File: config.mk
export PLATFORM = sky130hd
export DESIGN_NAME = dual_stepper_driver
export DESIGN_NICKNAME = d
export VERILOG_FILES = /design/src/rtl/dual_stepper_driver.sv
export SDC_FILE = /design/constraint.sdc
export NUM_CORES = 1
export LEC_CHECK = 0
export CAP_MARGIN = 20
export CORE_MARGIN = 2
export CORE_UTILIZATION = 40
export CTS_CLUSTER_DIAMETER = 60
export DETAILED_ROUTE_END_ITERATION = 8
export HOLD_SLACK_MARGIN = 0.05
export PLACE_DENSITY = 0.64
export SLEW_MARGIN = 10
export SYNTH_ARGS = -nofsm -noshare
export SYNTH_HDL_FRONTEND = slang
export SYNTH_SLANG_ARGS = --single-unit
File: constraint.sdc
create_clock -name clk -period 5.6 [get_ports clk]
set_input_delay 1.12 -clock clk [delete_from_list [all_inputs] [get_ports clk]]
set_output_delay 1.12 -clock clk [all_outputs]
set_load 0.01 [all_outputs]
File: src/rtl/dual_stepper_driver.sv
// Two-axis step/dir pulse generator: a relative move command steps both joints
// together at a fixed pulse rate while tracking each joint's signed position.
module dual_stepper_driver #(
  parameter int STEP_HIGH_CYCLES = 50,
  parameter int STEP_LOW_CYCLES  = 50,
  parameter int DIR_SETUP_CYCLES = 10
) (
  input  logic              clk,
  input  logic              reset,
  input  logic [8:0]        th1_steps,
  input  logic [8:0]        th2_steps,
  input  logic              cmd_valid,
  output logic              cmd_ready,
  input  logic              abort,
  output logic              step1,
  output logic              step2,
  output logic              dir1,
  output logic              dir2,
  output logic              busy,
  output logic              done,
  output logic              aborted,
  output logic [15:0]       th1_pos,
  output logic [15:0]       th2_pos
);
  localparam int MAXC = (STEP_HIGH_CYCLES > STEP_LOW_CYCLES) ?
                        ((STEP_HIGH_CYCLES > DIR_SETUP_CYCLES) ? STEP_HIGH_CYCLES : DIR_SETUP_CYCLES) :
                        ((STEP_LOW_CYCLES  > DIR_SETUP_CYCLES) ? STEP_LOW_CYCLES  : DIR_SETUP_CYCLES);
  localparam int CW = (MAXC < 2) ? 1 : $clog2(MAXC);

  typedef enum logic [2:0] {IDLE, SETUP, PULSE_HI, PULSE_LO, DONE} state_t;

  state_t        state_q, state_d;
  logic [CW-1:0] cnt_q, cnt_d;
  logic [8:0]    rem1_q, rem1_d, rem2_q, rem2_d;
  logic          dir1_q, dir1_d, dir2_q, dir2_d;
  logic [15:0]   pos1_q, pos1_d, pos2_q, pos2_d;
  logic          step1_q, step1_d, step2_q, step2_d;
  logic          abt_q, abt_d;
  logic          init_q;
  logic          go_hi, go_abort;
  logic [8:0]    abs1, abs2;

  // Magnitude of a 9-bit two's complement value; -256 maps to 9'h100 = 256.
  assign abs1 = th1_steps[8] ? 9'(-th1_steps) : th1_steps;
  assign abs2 = th2_steps[8] ? 9'(-th2_steps) : th2_steps;

  assign cmd_ready = (state_q == IDLE) && init_q;
  assign busy      = (state_q != IDLE);
  assign done      = (state_q == DONE);
  assign aborted   = abt_q;
  assign step1     = step1_q;
  assign step2     = step2_q;
  assign dir1      = dir1_q;
  assign dir2      = dir2_q;
  assign th1_pos   = pos1_q;
  assign th2_pos   = pos2_q;

  always_comb begin
    state_d  = state_q;
    cnt_d    = cnt_q;
    rem1_d   = rem1_q;
    rem2_d   = rem2_q;
    dir1_d   = dir1_q;
    dir2_d   = dir2_q;
    pos1_d   = pos1_q;
    pos2_d   = pos2_q;
    step1_d  = step1_q;
    step2_d  = step2_q;
    abt_d    = 1'b0;
    go_hi    = 1'b0;
    go_abort = 1'b0;
    case (state_q)
      IDLE: begin
        if (cmd_valid && cmd_ready) begin
          rem1_d = abs1;
          rem2_d = abs2;
          if (abs1 == 9'd0 && abs2 == 9'd0) begin
            state_d = DONE;
          end else begin
            state_d = SETUP;
            dir1_d  = ~th1_steps[8];
            dir2_d  = ~th2_steps[8];
            cnt_d   = CW'(DIR_SETUP_CYCLES - 1);
          end
        end
      end
      SETUP: begin
        if (abort)                go_abort = 1'b1;
        else if (cnt_q == '0)     go_hi    = 1'b1;
        else                      cnt_d    = cnt_q - 1'b1;
      end
      PULSE_HI: begin
        if (abort) go_abort = 1'b1;
        else if (cnt_q == '0) begin
          state_d = PULSE_LO;
          cnt_d   = CW'(STEP_LOW_CYCLES - 1);
          step1_d = 1'b0;
          step2_d = 1'b0;
        end else cnt_d = cnt_q - 1'b1;
      end
      PULSE_LO: begin
        if (abort) go_abort = 1'b1;
        else if (cnt_q == '0) begin
          if (rem1_q != 9'd0 || rem2_q != 9'd0) go_hi   = 1'b1;
          else                                  state_d = DONE;
        end else cnt_d = cnt_q - 1'b1;
      end
      DONE:    state_d = IDLE;
      default: state_d = IDLE;
    endcase

    // Position is committed at pulse start, so a pulse cut short still counts.
    if (go_hi) begin
      state_d = PULSE_HI;
      cnt_d   = CW'(STEP_HIGH_CYCLES - 1);
      step1_d = (rem1_q != 9'd0);
      step2_d = (rem2_q != 9'd0);
      if (rem1_q != 9'd0) begin
        rem1_d = rem1_q - 9'd1;
        pos1_d = dir1_q ? pos1_q + 16'd1 : pos1_q - 16'd1;
      end
      if (rem2_q != 9'd0) begin
        rem2_d = rem2_q - 9'd1;
        pos2_d = dir2_q ? pos2_q + 16'd1 : pos2_q - 16'd1;
      end
    end
    if (go_abort) begin
      state_d = DONE;
      step1_d = 1'b0;
      step2_d = 1'b0;
      rem1_d  = 9'd0;
      rem2_d  = 9'd0;
      abt_d   = 1'b1;
    end
  end

  always_ff @(posedge clk) begin
    if (!reset) begin
      state_q <= IDLE;
      cnt_q   <= '0;
      rem1_q  <= 9'd0;
      rem2_q  <= 9'd0;
      dir1_q  <= 1'b1;
      dir2_q  <= 1'b1;
      pos1_q  <= 16'd0;
      pos2_q  <= 16'd0;
      step1_q <= 1'b0;
      step2_q <= 1'b0;
      abt_q   <= 1'b0;
      init_q  <= 1'b0;
    end else begin
      state_q <= state_d;
      cnt_q   <= cnt_d;
      rem1_q  <= rem1_d;
      rem2_q  <= rem2_d;
      dir1_q  <= dir1_d;
      dir2_q  <= dir2_d;
      pos1_q  <= pos1_d;
      pos2_q  <= pos2_d;
      step1_q <= step1_d;
      step2_q <= step2_d;
      abt_q   <= abt_d;
      init_q  <= 1'b1;
    end
  end
endmodule

# Word level (Yosys, flattened, before mapping)

Cells that the tools add are included.

Word-level logic and storage cells: 134
Register bits after elaboration: 65

Equal/unequal tests: 31
Add/sub/neg operators: 9
Reductions and logical operators: 29
Bitwise logic cells: 5
Muxes and demuxes: 45

Operator list:

| operator              | count |
|---|---|
| $mux 9                | 10 |
| $mux 6                | 7 |
| $add 16x1->16 const B | 2 |
| $mux 16               | 2 |
| $sub 16x1->16 const B | 2 |
| $mux 3                | 9 |
| $ne 3x3->1 const B    | 8 |
| $reduce_and 7->1      | 3 |
| $ne 4x4->1 const B    | 5 |
| $logic_not 9->1       | 2 |
| $ne 2x2->1 const B    | 9 |
| $neg 9->9             | 2 |
| $pmux 6 s3            | 1 |
| $reduce_bool 9->1     | 2 |
| $sub 9x1->9 const B   | 2 |
| $mux 1                | 14 |
| $pmux 3 s4            | 1 |
| $reduce_and 6->1      | 2 |
| $eq 3x2->1 const B    | 2 |
| $logic_not 6->1       | 1 |
| $ne 3x2->1 const B    | 2 |
| $reduce_and 3->1      | 2 |
| $reduce_bool 3->1     | 2 |
| $reduce_or 2->1       | 3 |
| other kinds (14)      | 24 |

# Logic depth before layout (Yosys ltp)

Gate-level depths: netlist of run 1.

Depth after elaboration: 9
Depth in mapped cells: 11
Depth with buffers taken out: 9

# Least setup slack after synthesis of run 1

Ideal clock, no wire load.

Path kind: input to register
From: input port th2_steps[2]
To: register cnt_q[1]
Stages: 8
Setup time: 0.103 ns
Required time: 5.497 ns
Data arrival time: 3.057 ns
Setup slack: 2.440 ns
Buffers on the path: 1
Cells stage by stage: or4_4 -> o41ai_4 -> xor2_2 -> nand4_2 -> o41ai_2 -> buf_4 -> nor2_2 -> a2111oi_2

Word-level cells in the longest chain between the ends: 6

Ends and longest elaborated chain:

| what                         | RTL line | text |
|---|---|---|
| start, declared              | 11       | `input logic [8:0] th2_steps,` |
| $neg 9->9                    | 45       | `assign abs2 = th2_steps[8] ? 9'(-th2_steps) : th2_steps;` |
| $mux 9 *                     | 45       |  |
| $logic_not 9->1 *            | 77       | `if (abs1 == 9'd0 && abs2 == 9'd0) begin` |
| $logic_and 1x1->1 *          | 77       |  |
| $ne 2x2->1 (no line) *       | --       |  |
| $reduce_and 6->1 (no line) * | --       |  |
| end signal, assigned         | 153      | `cnt_q <= cnt_d;` |
| end, declared                | 33       | `logic [CW-1:0] cnt_q, cnt_d;` |

Every way passes the cells marked *; elsewhere a longest branch is shown, timed or not.
A chain may end at the register's enable or synchronous reset.

# Worst setup path in the final report of run 1

From: input port th2_steps[2]
To: register cnt_q[3]

Same word-level chain as after synthesis.

==> reports/results.md, run 1 <==
• **outcome** completed
• **area of the mapped netlist** 4710 um2
• **Final nets** 707
• **share of the synthesized area in the top cell type** 0.276
• **EDFF count, synth** 0
• **number of buffers created by CTS** 9
• **Post-DRT Antenna Nets** 0
• **total die area** 12700 um2
• **Post-Syn Instances** 597
• **Post-Syn Nets** 658
• **maximum fanout along the worst path** 11
• **clock-pin slew on the worst setup and hold paths** 50 ps
• **largest voltage drop on the vdd net** 0.237 mV
• **largest net degree at the start of global routing** 51
• **number of antenna repair diodes** 0
• **Max-cap violations** 0
• **wire length of the first global-routing pass** 19300 um
• **Starting Density** 0.411
• **sink count of the clock tree** 65
• **post-route insts no fill** 791
• **clock tree from TritonCTS** built
• **actual transition at the worst max-transition pin** 1050 ps
• **worst min-delay path class** reg -> reg
• **post-route worst hold slack** 474 ps
• **gr ovfl total** 0
• **minimum period implied by the final worst setup slack** 3990 ps
• **final-report hold violation count** 0
• **hold-fix buffers at CTS** 0
• **Req. time, crit path** 5860 ps
• **chip width** 112 um
• **via count of the first global-routing pass** 4200
• **cells taking the most area after synthesis** dfxtp_1, ha_1, nand2_1
• **post-cts repair resize count** 0
• **DR DRC count** 0
• **Iter 0 DRT Violations** 259
• **count of pins on the block boundary** 62
• **sequential fraction of the synthesis area** 0.276
• **max frequency** 250 MHz
• **synthesis-to-layout area growth** 21.1%
• **worst hold path startpoint** rem2_q[3]
• **final slew viol count** 0
• **Cell Area, Placed** 5430 um2
• **path type of the worst setup path** in -> reg
• **HPWL Detailed** 8280 um
• **largest area contributor in the netlist** dfxtp_1
• **commonest non-fill, non-tap cells in the layout** nand2_1, dfxtp_1, clkdlybuf4s50_1, o21ai_0, nor2_1
• **Skew-Pair Late Insertion Delay** 340 ps
• **Vias/cell** 5.60
• **Routed wire per std cell** 14.4 um
• **YS warnings** 0
• **final clock skew** 6.41 ps
• **Placed Cells** 778
• **placeable core area** 11500 um2
• **post-layout total power** 1980 uW
• **sequential standard cell area** 1300 um2
• **Clk Tree Root Cell** clkbuf_16
• **first element of the critical path** th2_steps[2]
• **ratio of total power to cell area** 347 nW/um2
• **Seq cells post-synth** 65
• **vias** 4432
• **final instance area** 5700 um2
• **mean post-synth cell area** 7.89 um2
• **reg2reg start** cnt_q[0]
• **tightest slew margin relative to the limit** 0.301
• **1st-pass router iterations** 5
• **Final setup viols** 0
• **share of the clock period used by the worst path after layout** 0.713
• **area occupied by multi-input gates** 3230 um2
• **most common cell after layout, fill and taps aside** nand2_1
• **setup repair after global routing missed its margin** no
• **H-Tree Level Count** 3
• **async set-or-reset flop fraction in the synthesized netlist** 0
• **arrival time at the worst endpoint** 4250 ps
• **Cell variety after synth** 69
• **top_reg_cell synth** dfxtp_1
• **sum of negative setup slack** 0 ps
• **initial antenna violation count** 0
• **final routed wirelength across all metal layers** 11400 um
• **layout filler cell count** 1113
• **buffers inserted during post-CTS setup optimization** 0
• **Port Buf Inserts** 61
• **Startpoint Class** input port
• **share of post-route cells with drive strength above 1** 0.0633
• **Lkg Pwr** 0.00228 uW
• **placer congestion estimate** 0.868
• **global routing usage summed across all routing layers** 0.184
• **maximum buffer depth of the clock tree** 2
• **standard-cell rows** 39
• **sort of element at the end of the critical path** register
• **Die Y-Extent** 112 um
registers in the layout (all words and copies together), names as in the netlist:
| register | cells |
|---|---|
| state_q | 3 |
| cnt_q | 6 |
| th2_pos | 16 |
| rem1_q | 9 |
| aborted | 1 |
| th1_pos | 16 |
| dir2 | 1 |
| step1 | 1 |
| init_q | 1 |
| rem2_q | 9 |
| step2 | 1 |
| dir1 | 1 |
metal layers:
layer	part of all wire	vias to the layer above	wire, um	global-route usage
met1	0.46	2050	5260	0.230
met2	0.47	106	5390	0.310
met5	0	-	0	0
met4	0.015	0	173	0.0610
met3	0.048	16	551	0.0459
li1	-	2260	-	-
final timing paths:
path                            cells after the start        end  slack, ps
worst max register to register                      9  rem1_q[8]       2120
worst min register to register                      2  rem2_q[3]        470
worst max-delay path                                8   cnt_q[3]       1610
worst min-delay path                                2  rem2_q[3]        470
power by group:
part	total, uW	leakage, uW	internal, uW	switching [uW]
Sequential	608	0.000527	532	76.0
Clock	524	0.000134	328	196
Combinational	848	0.00162	348	500
Total	1980	0.00228	1210	772
metrics by stage:
stage           util  setup WS [ps]
2_1_floorplan      -           2440
4_1_cts        0.497           1600
5_1_grt        0.497           1260
6_report       0.497           1610
3_5_place_dp   0.474           1250
3_3_place_gp   0.474           1410
cells in the mapped netlist, types with 5 or more instances:
master,count
a221oi_1,5
nand2b_1,9
a21oi_1,41
nand2_1,73
a21boi_0,9
nor4_1,10
clkbuf_1,21
inv_1,21
and2_1,21
o21a_1,7
o211a_1,5
or3_1,5
xnor2_1,12
mux2i_1,6
a211oi_1,7
and3_1,5
xor2_1,20
o21ai_0,47
nand3_1,17
a21o_1,8
o211ai_1,9
o31ai_1,10
dfxtp_1,65
a31oi_1,5
ha_1,37
nor3_1,11
nor2_1,45
critical path, stage by stage:
cell	delay, ps
clkdlybuf4s50_1	490
or3_2	510
o31ai_1	300
xor2_1	260
nand4_2	190
o41ai_2	960
o21ai_0	240
a21oi_1	180
cells by family after synthesis:
| logic type | after synthesis | synth area share |
|---|---|---|
| mux | 8 | 0.0175 |
| xor+xnor | 33 | 0.0630 |
| simple gates | 226 | 0.244 |
| buf+inv | 48 | 0.0401 |
| fa+ha+maj | 39 | 0.107 |
| compound gates | 178 | 0.252 |
| flops | 65 | 0.276 |
cell type report:
class                   count  share of cell area
well taps                 143              0.0314
multi-input cells         484               0.567
clock buffers              13              0.0474
repair buffers             65               0.112
inverters                  21              0.0138
flip-flops and latches     65               0.228
(Power assumes the default switching activity.)
==> run 2, diff against run 1 <==
==> constraint.sdc (replaced) <==
create_clock -name clk -period 4 [get_ports clk]
set_input_delay 0.8 -clock clk [delete_from_list [all_inputs] [get_ports clk]]
set_output_delay 0.8 -clock clk [all_outputs]
set_load 0.01 [all_outputs]
==> reports/results.md, run 2 (synthesis gave the netlist of run 1 again) <==
• **first element of the critical path** th2_steps[0]
• **Routed wire per std cell** 14.5 um, +0.86%
• **dpl ws** 382 ps, -871 ps
• **Iter 0 DRT Violations** 242, -6.6%
• **fraction of power consumed by combinational cells** 0.414, -0.014
• **Lkg Pwr** 0.00231 uW, +1.2%
• **part of the power in registers** 0.296, -0.011
• **HPWL Detailed** 8530 um, +3.1%
• **placeable core area** 11500 um2, unchanged
• **standard-cell rows** 39, unchanged
• **layout filler cell count** 1114, +0.090%
• **Vias/cell** 5.62, +0.38%
• **path type of the worst setup path** in -> reg
• **DR DRC count** 0, unchanged
• **total die area** 12700 um2, unchanged
• **number of antenna repair diodes** 0, unchanged
• **clock tree from TritonCTS** built
• **arrival time at the worst endpoint** 3540 ps, -710 ps
• **Skew-Pair Late Insertion Delay** 340 ps, about the same
• **final routed wirelength across all metal layers** 11600 um, +1.5%
• **Starting Density** 0.411, unchanged
• **Final setup viols** 0, unchanged
• **Util after Layout** 0.502, +0.00491
• **largest net degree at the start of global routing** 50, -2.0%
• **clock-pin slew on the worst setup and hold paths** 50 ps, about the same
• **number of buffers created by CTS** 9, unchanged
• **H-Tree Level Count** 3, unchanged
• **vias** 4477, +1.0%
• **final clock skew** 11.3 ps, +4.87 ps
• **tightest slew margin relative to the limit** 0.466, +0.164
• **sink count of the clock tree** 65, unchanged
• **cell internal power dissipation** 1780 uW, +47%
• **area occupied by multi-input gates** 3230 um2, unchanged
• **switch share** 0.383, -0.00686
• **hold-fix buffers at CTS** 0, unchanged
• **Max-cap violations** 0, unchanged
• **Port Buf Inserts** 61, unchanged
• **Clk Tree Root Cell** clkbuf_16
• **sum of negative setup slack** 0 ps, unchanged
• **sort of element at the end of the critical path** register
• **final instance area** 5760 um2, +0.99%
• **actual transition at the worst max-transition pin** 800 ps, -249 ps
• **final-report hold violation count** 0, unchanged
• **minimum period implied by the final worst setup slack** 3310 ps
• **reg2reg start** dir2
• **Die Y-Extent** 112 um, unchanged
• **wire length of the first global-routing pass** 19300 um, unchanged
• **Final nets** 709, +0.28%
• **buffers inserted during post-CTS setup optimization** 0, unchanged
• **Startpoint Class** input port
• **count of pins on the block boundary** 62, unchanged
• **most common cell after layout, fill and taps aside** nand2_1
• **share of the clock period used by the worst path after layout** 0.827
• **Post-DRT Antenna Nets** 0, unchanged
• **Cell Area, Placed** 5450 um2, +0.28%
• **Req. time, crit path** 4240 ps, -1620 ps
• **switching power summed over all nets** 1110 uW, +43%
• **share of post-route cells with drive strength above 1** 0.0704, +0.00717
• **initial antenna violation count** 0, unchanged
• **gr ovfl total** 0, unchanged
• **worst min-delay path class** reg -> reg
• **post-cts repair resize count** 0, unchanged
• **maximum buffer depth of the clock tree** 2, unchanged
• **Setup WS post-layout** 692 ps, -916 ps
• **maximum fanout along the worst path** 5, -6
• **setup repair after global routing missed its margin** no
• **placer congestion estimate** 0.915, +5.4%
• **outcome** completed
• **largest voltage drop on the vdd net** 0.235 mV, -0.63%
• **1st-pass router iterations** 5, unchanged
• **worst hold path startpoint** rem1_q[3]
• **via count of the first global-routing pass** 4180, -0.48%
• **final slew viol count** 0, unchanged
• **global routing usage summed across all routing layers** 0.185, +0.00157
• **ratio of total power to cell area** 502 nW/um2, +44%
• **Clock power frac** 0.290, +0.025
• **sequential standard cell area** 1300 um2, unchanged
• **commonest non-fill, non-tap cells in the layout** nand2_1, dfxtp_1, clkdlybuf4s50_1, o21ai_0, nor2_1
• **synthesis-to-layout area growth** 22.3%
• **max frequency** 302 MHz
• **chip width** 112 um, unchanged
-- run 2: changes by cell type in the layout (fill, tap and decap cells not counted) --
| cell | delta |
|---|---|
| clkbuf_8 | -3 |
| buf_4 | +2 |
| clkinvlp_4 | +1 |
| clkinv_2 | +3 |
| bufinv_16 | +2 |
-- run 2: metrics by stage --
step                      cells  total power, uW  hold WS [ps]
after global routing        796             3090           508
final                       796             2890           467
after global placement      780             2030           454
after CTS                   796             2910           469
after detailed placement    780             2050           462
after floorplan             597             1730           444
-- run 2: critical path, stage by stage --
cell	delay [ps]
clkdlybuf4s50_1	620
inv_1	100
ha_1	230
nand2b_1	150
xnor2_1	170
nor4_1	270
nand4_1	240
o31ai_1	410
a21boi_0	200
a2111oi_2	350
-- run 2: routing by layer --
metal  up-vias  track usage  share of wire  wire length, um
met5         -            0              0                0
met4         0       0.0715          0.015              172
met3        16       0.0454          0.043              497
met2        90        0.312           0.47             5470
met1      2095        0.228           0.47             5420
li1       2276            -              -                -
-- run 2: final timing paths --
kind | to | cells after the start | slack, ps
max | cnt_q[1] | 10 | 690
min | rem1_q[3] | 2 | 470
max reg2reg | th2_pos[14] | 9 | 740
min reg2reg | rem1_q[3] | 2 | 470
-- run 2: final cells by class --
cell class,count,area share
multi-input cells,484,0.561
clock inverters,6,0.0143
clock buffers,10,0.0398
inverters,21,0.0137
flip-flops and latches,65,0.226
well taps,143,0.0311
repair buffers,67,0.114
-- run 2: power by group through the flow --
| stage | Combinational [uW] | Clock (uW) | Sequential [uW] |
|---|---|---|---|
| after floorplan | 903 | 0 | 825 |
| after global placement | 1170 | 0 | 861 |
| after detailed placement | 1190 | 0 | 865 |
| after CTS | 1200 | 865 | 852 |
| after global routing | 1330 | 889 | 869 |
| final | 1200 | 839 | 853 |
==> run 3, diff against run 2 <==
==> constraint.sdc (replaced) <==
create_clock -name clk -period 3.2 [get_ports clk]
set_input_delay 0.64 -clock clk [delete_from_list [all_inputs] [get_ports clk]]
set_output_delay 0.64 -clock clk [all_outputs]
set_load 0.01 [all_outputs]
==> reports/results.md, run 3 (synthesis gave the netlist of run 1 again) <==
• **outcome** completed
• **setup repair after global routing missed its margin** no
• **Port Buf Inserts** 61, unchanged
• **standard-cell rows** 39, unchanged
• **gr ovfl total** 0, unchanged
• **hold-fix buffers at CTS** 0, unchanged
• **Iter 0 DRT Violations** 261, +7.9%
• **Clk Tree Root Cell** clkbuf_16
• **placer congestion estimate** 0.869, -5.0%
• **global routing usage summed across all routing layers** 0.192, +0.00714
• **Final setup viols** 0, unchanged
• **most common cell after layout, fill and taps aside** nand2_1
• **HPWL Detailed** 9050 um, +6.0%
• **total die area** 12700 um2, unchanged
• **initial antenna violation count** 0, unchanged
• **cells along the critical path** clkdlybuf4s50_1 > or4_4 > o41ai_4 > xor2_2 > nand4_2 > o41ai_2 > buf_4 > buf_4 > nand3_1 > o211a_1
• **maximum buffer depth of the clock tree** 2, unchanged
• **final-report hold violation count** 0, unchanged
• **synthesis-to-layout area growth** 28.4%
• **clock-pin slew on the worst setup and hold paths** 60 ps, about the same
• **Routed wire per std cell** 14.3 um, -1.6%
• **sink count of the clock tree** 65, unchanged
• **max frequency** 333 MHz
• **number of buffers created by CTS** 9, unchanged
• **wire length of the first global-routing pass** 20000 um, +3.8%
• **final clock skew** 6.69 ps, -4.60 ps
• **placeable core area** 11500 um2, unchanged
• **CP max-delay cell** or4_4
• **Startpoint Class** input port
• **sum of negative setup slack** 0 ps, unchanged
• **Final nets** 748, +5.5%
• **Post-DRT Antenna Nets** 0, unchanged
• **minimum period implied by the final worst setup slack** 3010 ps
• **worst min-delay path class** reg -> reg
• **tightest slew margin relative to the limit** 0.687, +0.221
• **Vias/cell** 5.51, -2.1%
• **largest net degree at the start of global routing** 50, unchanged
• **Lkg Pwr** 0.00248 uW, +7.3%
• **clock tree from TritonCTS** built
• **largest voltage drop on the vdd net** 0.364 mV, +55%
• **maximum fanout along the worst path** 7, +2
• **Setup WS post-layout** 194 ps, -498 ps
• **share of the clock period used by the worst path after layout** 0.939
• **longest individual stage delay on the worst path** 580 ps, -40 ps
• **sort of element at the end of the critical path** register
• **chip width** 112 um, unchanged
• **arrival time at the worst endpoint** 3240 ps, -300 ps
• **Die Y-Extent** 112 um, unchanged
• **Max-cap violations** 0, unchanged
• **Starting Density** 0.411, unchanged
• **via count of the first global-routing pass** 4303, +2.9%
• **actual transition at the worst max-transition pin** 466 ps, -334 ps
• **final routed wirelength across all metal layers** 11900 um, +3.2%
• **final slew viol count** 0, unchanged
• **H-Tree Level Count** 3, unchanged
• **number of antenna repair diodes** 0, unchanged
• **Skew-Pair Late Insertion Delay** 340 ps, about the same
• **dpl ws** -127 ps, -509 ps
• **1st-pass router iterations** 5, unchanged
• **path type of the worst setup path** in -> reg
• **count of pins on the block boundary** 62, unchanged
• **Req. time, crit path** 3430 ps, -810 ps
• **share of post-route cells with drive strength above 1** 0.126, +0.0553
• **ratio of total power to cell area** 609 nW/um2, +21%
• **most frequent CP cell** buf_4
• **DR DRC count** 0, unchanged
• **commonest non-fill, non-tap cells in the layout** nand2_1, dfxtp_1, clkdlybuf4s50_1, o21ai_0
• **vias** 4597, +2.7%
-- run 3: worst paths after layout --
kind / to / cells past startpoint / slack [ps] / startpoint
worst min register to register: rem2_q[3] / 2 / 460 / rem2_q[3]
worst max register to register: th2_pos[12] / 11 / 230 / dir2
worst min-delay path: rem2_q[3] / 2 / 460 / rem2_q[3]
worst max-delay path: cnt_q[0] / 10 / 190 / th2_steps[2]
-- run 3: stage by stage --
step,cells,util,power [uW],hold slack (ps),cell area [um2]
6_report,835,0.527,3680,462,6050
2_1_floorplan,597,-,2160,444,4710
3_3_place_gp,815,0.498,2630,455,5710
3_5_place_dp,815,0.498,2680,458,5710
4_1_cts,831,0.524,3700,464,6010
5_1_grt,835,0.527,3960,495,6050
-- run 3: final cells by class --
cell class              count  area (um2)
clock buffers              11         243
clock inverters             5        55.1
fillers                  1092        5420
inverters                  21        82.6
multi-input cells         484        3240
flip-flops and latches     65        1300
well taps                 143         179
repair buffers            106         948
-- run 3: repair_timing --
action / CTS / global route
buffers inserted: 0 / 4
setup endpoints to repair: 0 / 2
resized for setup: 0 / 3
-- run 3: critical path: cells and delay by family --
kind	cells	cell delay (ps)
compound gates	3	790
xor+xnor	1	200
buf+inv	3	770
simple gates	3	820
-- run 3: per-layer routing --
metal  track usage  vias up  routed length (um)  share of wire
met5             0        -                   0              0
met2         0.331       90                5800           0.49
met4        0.0618        0                 161          0.014
met1         0.234     2150                5450           0.46
met3        0.0518       11                 515          0.043
li1              -     2346                   -              -
-- run 3: power by group --
part / total [uW] / switching [uW] / internal [uW]
Clock: 985 / 364 / 621
Combinational: 1630 / 920 / 713
Sequential: 1070 / 135 / 930
